## src/rtl/image_stage_sequencer.sv

```systemverilog
// ---------------------------------------------------------------------------
// image_stage_sequencer
//
// Runs the image-processing engines one at a time, lowest index first, through
// their enable/done handshakes, and routes the single SRAM port to whichever
// engine is currently running.
//
// Optional feature: define IMAGE_STAGE_SEQUENCER_TIMEOUT_EN to add a per-stage
// watchdog. A stage that stays in RUN for TIMEOUT_CYCLES un-paused cycles is
// released as if it had signalled done, and its timeout_status bit is set.
// Without the macro there is no watchdog and timeout_status is tied to 0.
//
// Ports
//   clk, reset_n      : clock, synchronous active-low reset
//   start, stage_mask : one-cycle run request and the set of stages to run
//   abort             : cancel the sequence in progress (overrides pause)
//   pause             : freeze FSM, mask, current stage and watchdog
//   stage_enable      : per-engine enable, at most one bit high (RUN only)
//   stage_done        : per-engine done; only the active stage's bit is used
//   stage_wren/_address/_data_write : per-engine SRAM requests, stage i at
//                       [i*W +: W]
//   mem_wren/_address/_data_write   : SRAM port, active engine in RUN else 0
//   busy              : sequence in progress (SELECT/RUN/RELEASE)
//   sequence_done     : one-cycle pulse while in DONE
//   current_stage     : index of the engine being run or selected
//   timeout_status    : sticky per-stage watchdog flags
// ---------------------------------------------------------------------------
module image_stage_sequencer #(
    parameter int unsigned NUM_STAGES     = 4,
    parameter int unsigned ADDR_W         = 18,
    parameter int unsigned DATA_W         = 32,
    parameter int unsigned IDX_W          = 2,
    parameter int unsigned TIMEOUT_CYCLES = 262143
) (
    input  logic                         clk,
    input  logic                         reset_n,
    input  logic                         start,
    input  logic [NUM_STAGES-1:0]        stage_mask,
    input  logic                         abort,
    input  logic                         pause,
    output logic [NUM_STAGES-1:0]        stage_enable,
    input  logic [NUM_STAGES-1:0]        stage_done,
    input  logic [NUM_STAGES-1:0]        stage_wren,
    input  logic [NUM_STAGES*ADDR_W-1:0] stage_address,
    input  logic [NUM_STAGES*DATA_W-1:0] stage_data_write,
    output logic                         mem_wren,
    output logic [ADDR_W-1:0]            mem_address,
    output logic [DATA_W-1:0]            mem_data_write,
    output logic                         busy,
    output logic                         sequence_done,
    output logic [IDX_W-1:0]             current_stage,
    output logic [NUM_STAGES-1:0]        timeout_status
);

    typedef enum logic [2:0] {
        IDLE,
        SELECT,
        RUN,
        RELEASE,
        DONE
    } state_t;

    state_t                state, next_state;
    logic [NUM_STAGES-1:0] mask_q;
    logic [IDX_W-1:0]      cur_q;
    logic [IDX_W-1:0]      low_idx;
    logic                  low_found;
    logic                  active_done;
    logic                  wd_hit;
    logic                  stage_finish;

    // Lowest set bit of the latched mask picks the next stage.
    always_comb begin
        low_idx   = '0;
        low_found = 1'b0;
        for (int unsigned i = 0; i < NUM_STAGES; i++) begin
            if (mask_q[i] && !low_found) begin
                low_idx   = IDX_W'(i);
                low_found = 1'b1;
            end
        end
    end

    assign active_done  = stage_done[cur_q];
    assign stage_finish = (state == RUN) && (active_done || wd_hit);

`ifdef IMAGE_STAGE_SEQUENCER_TIMEOUT_EN
    localparam logic [ADDR_W-1:0] WD_LAST = ADDR_W'(TIMEOUT_CYCLES - 1);

    logic [ADDR_W-1:0] wd_cnt;

    // Counter holds the number of un-paused RUN cycles already spent, so the
    // edge ending the TIMEOUT_CYCLES-th cycle sees WD_LAST.
    assign wd_hit = (state == RUN) && (wd_cnt == WD_LAST);

    always_ff @(posedge clk) begin
        if (!reset_n) begin
            wd_cnt <= '0;
        end else if (state != RUN) begin
            wd_cnt <= '0;
        end else if (!pause) begin
            wd_cnt <= wd_cnt + 1'b1;
        end
    end

    always_ff @(posedge clk) begin
        if (!reset_n) begin
            timeout_status <= '0;
        end else if (!pause && !abort) begin
            if (state == IDLE && start) begin
                timeout_status <= '0;
            end else if (state == RUN && wd_hit && !active_done) begin
                // A real done on the same edge wins: no flag in that case.
                timeout_status[cur_q] <= 1'b1;
            end
        end
    end
`else
    assign wd_hit         = 1'b0;
    assign timeout_status = '0;
`endif

    // State register
    always_ff @(posedge clk) begin
        if (!reset_n) begin
            state <= IDLE;
        end else begin
            state <= next_state;
        end
    end

    // Next-state logic: abort beats pause, pause beats everything else.
    always_comb begin
        next_state = state;
        if (abort && state != IDLE) begin
            next_state = IDLE;
        end else if (!pause) begin
            case (state)
                IDLE:    if (start) next_state = (stage_mask != '0) ? SELECT : DONE;
                SELECT:  next_state = low_found ? RUN : DONE;
                RUN:     if (active_done || wd_hit) next_state = RELEASE;
                RELEASE: next_state = SELECT;
                DONE:    next_state = IDLE;
                default: next_state = IDLE;
            endcase
        end
    end

    // Latched mask and current stage index
    always_ff @(posedge clk) begin
        if (!reset_n) begin
            mask_q <= '0;
            cur_q  <= '0;
        end else if (abort && state != IDLE) begin
            mask_q <= '0;
        end else if (!pause) begin
            if (state == IDLE && start) begin
                mask_q <= stage_mask;
            end else if (state == SELECT && low_found) begin
                cur_q <= low_idx;
            end else if (stage_finish) begin
                mask_q[cur_q] <= 1'b0;
            end
        end
    end

    // Outputs decoded from state
    always_comb begin
        stage_enable   = '0;
        mem_wren       = 1'b0;
        mem_address    = '0;
        mem_data_write = '0;
        if (state == RUN) begin
            stage_enable[cur_q] = 1'b1;
            mem_wren            = stage_wren[cur_q];
            mem_address         = stage_address[int'(cur_q)*ADDR_W +: ADDR_W];
            mem_data_write      = stage_data_write[int'(cur_q)*DATA_W +: DATA_W];
        end
        busy          = (state == SELECT) || (state == RUN) || (state == RELEASE);
        sequence_done = (state == DONE);
        current_stage = cur_q;
    end

endmodule

```

## config.mk

```make
export PLATFORM = sky130hd
export DESIGN_NAME = image_stage_sequencer
export DESIGN_NICKNAME = d
export VERILOG_FILES = /design/src/rtl/image_stage_sequencer.sv
export SDC_FILE = /design/constraint.sdc
export NUM_CORES = 1
export LEC_CHECK = 0
export CAP_MARGIN = 20
export CORE_AREA = 2 2 110 112
export CTS_CLUSTER_DIAMETER = 120
export DETAILED_ROUTE_END_ITERATION = 6
export DIE_AREA = 0 0 112 114
export GPL_TIMING_DRIVEN = 0
export PLACE_DENSITY = 0.65
export SLEW_MARGIN = 25
export SYNTH_ARGS = -nofsm -noshare
export SYNTH_HDL_FRONTEND = slang
export SYNTH_SLANG_ARGS = --single-unit
```

## constraint.sdc

```tcl
create_clock -name clk -period 2.2 [get_ports clk]
set_clock_uncertainty 0.15 [all_clocks]
set_input_delay 0.44 -clock clk [delete_from_list [all_inputs] [get_ports clk]]
set_output_delay 0.44 -clock clk [all_outputs]
set_load 0.01 [all_outputs]
```

==> results.json, run 1 <==
{
  "status": "finished, violations left",
  "violations": "negative setup slack",
  "start_util": 0.194,
  "drtPass1Iterations": 4,
  "worstHoldStart": "mask_q[2]$_SDFFE_PP0P_",
  "drive_gt1_frac": 0.395,
  "synthFlopType": "dfxtp_1",
  "clock_latency_ns": 0.24,
  "yosys-mux-area-fraction": 0.522,
  "maxSlewViolCount": 0,
  "core_area_sq_mm": 0.0117,
  "crit_chain": "buf_12 -> buf_12 -> buf_4 -> mux4_2 -> and3_4 -> buf_6",
  "overflow": 0,
  "place_congestion": 0.864,
  "syn-mean-instance-area_sq_um": 10.7,
  "vdd_drop_max_mv": 0.275,
  "ctsHtreeMaxLevel": 1,
  "total_power_w": 0.00125,
  "cts_hold_buffers": 0,
  "period_needed_ns": 2.40,
  "hold_viol": 0,
  "synth_edf_count": 0,
  "cts_buffers": 3,
  "ios": 280,
  "leakagePower_nw": 2.25,
  "dieWidth_um": 112,
  "critPathSlowestCell": "mux4_2",
  "num_rows": 40,
  "grt_setup_unrepaired": "true",
  "ys_seq_elements": 9,
  "synth_adder_area_share": 0,
  "drt-vias-per-instance": 4.86,
  "start_kind": "flip-flop",
  "critPathLaunch": "current_stage[0]$_SDFFE_PN0P_",
  "clk_pin_slew_ns": 0.04,
  "hpwlAfterDp_um": 10600,
  "nets": 734,
  "cts.sinks": 9,
  "max_stage_delay_ns": 0.50,
  "cts_buffer_depth": 2,
  "crit_arrival_ns": 1.81,
  "synth.distinct_cells": 38,
  "postPlaceCellArea_sq_mm": 0.00522,
  "synthesis.area_sq_mm": 0.00228,
  "cts-root-buf": "clkbuf_16",
  "seq_area_frac_synth": 0.0791,
  "finalWorstSetupSlack_ns": -0.204,
  "synthCells": 213,
  "drtIter0Drc": 163,
  "setup_viol": 51,
  "utilization": 0.501,
  "yosysWarnings": 0,
  "worstReg2RegStart": "current_stage[1]$_SDFFE_PN0P_",
  "antenna_found_initial": 0,
  "period_share": 1.09,
  "holdPathStages": 2,
  "p_per_area_mw_per_mm2": 213,
  "grt_pass1_wl_um": 19400,
  "routed_wl_um": 13300,
  "drtAntennaViolNets": 0,
  "crit_path_end_kind": "output port",
  "num_antenna_cells": 0,
  "drv_cap": 0,
  "dieArea_sq_mm": 0.0128,
  "fillerInstances": 1081,
  "post-place-ws_ns": -0.783,
  "drc": 0,
  "max_freq_mhz": 416,
  "r2r_cells": 6,
  "synth_top_family_by_area": "multiplexers",
  "holdCritPathClass": "reg2reg",
  "final_area_sq_mm": 0.00587,
  "synth-xor-area-share": 0,
  "tightest_slew_ns": 0.579,
  "grt_pass1_vias": 3421,
  "io_buffers": 274,
  "max-slew-margin-rel": 0.609,
  "grt_usage": 0.192,
  "via_count": 3225,
  "synth_compound_area_frac": 0.0758,
  "async_flop_share": 0,
  "cp_common_cell": "buf_12",
  "synth-simple-area-share": 0.245,
  "wire_per_inst_um": 20.0,
  "grt_max_degree": 11,
  "syn_to_final_growth_pct": 158,
  "critPathKind": "reg2out",
  "crit_path_max_fanout": 7,
  "cp.required_ns": 1.61,
  "cts_tree": "done",
  "die_h_um": 114
}
[cells in the mapped netlist, types with 2 or more instances]
cell type  number  area (sq um)
nor3_1          4          20.0
a21oi_1         3          15.0
nor2_1          8          30.0
inv_1           4          15.0
nor3b_1         5          37.5
a211oi_1        2          15.0
or3_1           2          12.5
mux2i_1         4          40.0
buf_2          10          50.1
dfxtp_1         9           180
nand2_1         4          15.0
a32oi_1         2          17.5
buf_4           6          45.0
mux4_2         51          1150
nand3_1         2          10.0
nor2b_1         5          31.3
and3_1         51           319
a221o_1         3          30.0
nand2b_1        3          18.8
clkbuf_1       17          63.8
[stage by stage]
step / TNS, ns / hold slack [ns] / cells
floorplan: 0 / 0.360 / 216
global placement: -37.58 / 0.388 / 637
detailed placement: -40.46 / 0.410 / 637
CTS: -7.44 / 0.414 / 657
global route: -8.65 / 0.455 / 663
finish: -5.95 / 0.425 / 663
[sequential cells by signal (all words and copies together) (netlist names)]
name and cells:
current_stage 2, mask_q 4, state 3
[cells by family after synthesis]
group	Yosys count
and+or+nand+nor	91
muxes	55
AOI/OAI and AO/OA	20
DFF	9
buffers and inverters	37
other	1
[area by class of cell]
cell class | count | area [sq um] | area share
multi-input cells | 170 | 2130 | 0.363
plain buffers | 33 | 328 | 0.0559
well taps | 147 | 184 | 0.0313
repair buffers | 296 | 2950 | 0.502
flip-flops and latches | 9 | 184 | 0.0313
inverters | 4 | 15.0 | 0.00256
clock buffers | 4 | 78.8 | 0.0134
[cells in the final DEF (no fill, tap or decap), drive strengths merged, types with 5 or more instances in the layout]
cell type      count
and3              51
buf               90
clkbuf            20
clkdlybuf4s50    217
dfxtp              9
mux4              51
nor2               8
nor2b              5
nor3               5
nor3b              6
[critical path: cells and delay by family, from the launching register on]
family	cells	cell delay (ns)
buf+inv	4	0.52
mux	1	0.50
flops	1	0.37
simple gates	1	0.20
[final timing paths]
path                                          endpoint  slack [ns]
worst max-delay path                    mem_address[8]       -0.20
worst min-delay path            mask_q[2]$_SDFFE_PP0P_        0.43
worst max register to register  mask_q[0]$_SDFFE_PP0P_        0.36
worst min register to register  mask_q[2]$_SDFFE_PP0P_        0.43
[power breakdown]
| group | leakage, nW | switching, W | internal [W] |
|---|---|---|---|
| clock network | 0.0382 | 0.0000839 | 0.000243 |
| logic | 2.14 | 0.000217 | 0.000520 |
| registers | 0.0740 | 0.0000142 | 0.000174 |
| total | 2.25 | 0.000315 | 0.000937 |
[routing by layer]
layer  wire (um)  track usage  vias up
met4         157       0.0317        0
li1            -            -     1481
met5           0            0        -
met1        5310        0.240     1563
met3         696       0.0213       19
met2        7110        0.364      162
[timing repair]
item	CTS	global route
gates cloned	3	0
hold endpoints to repair	0	0
buffers inserted	13	9
setup endpoints to repair	57	54
pin swaps	13	0
gates resized for setup	308	52
(Power assumes the default switching activity.)
==> run 2, diff against run 1 <==
SLEW_MARGIN = default   (was 25)
==> results of run 2 <==
The final DEF is identical to that of run 1; final timing and power are the same.
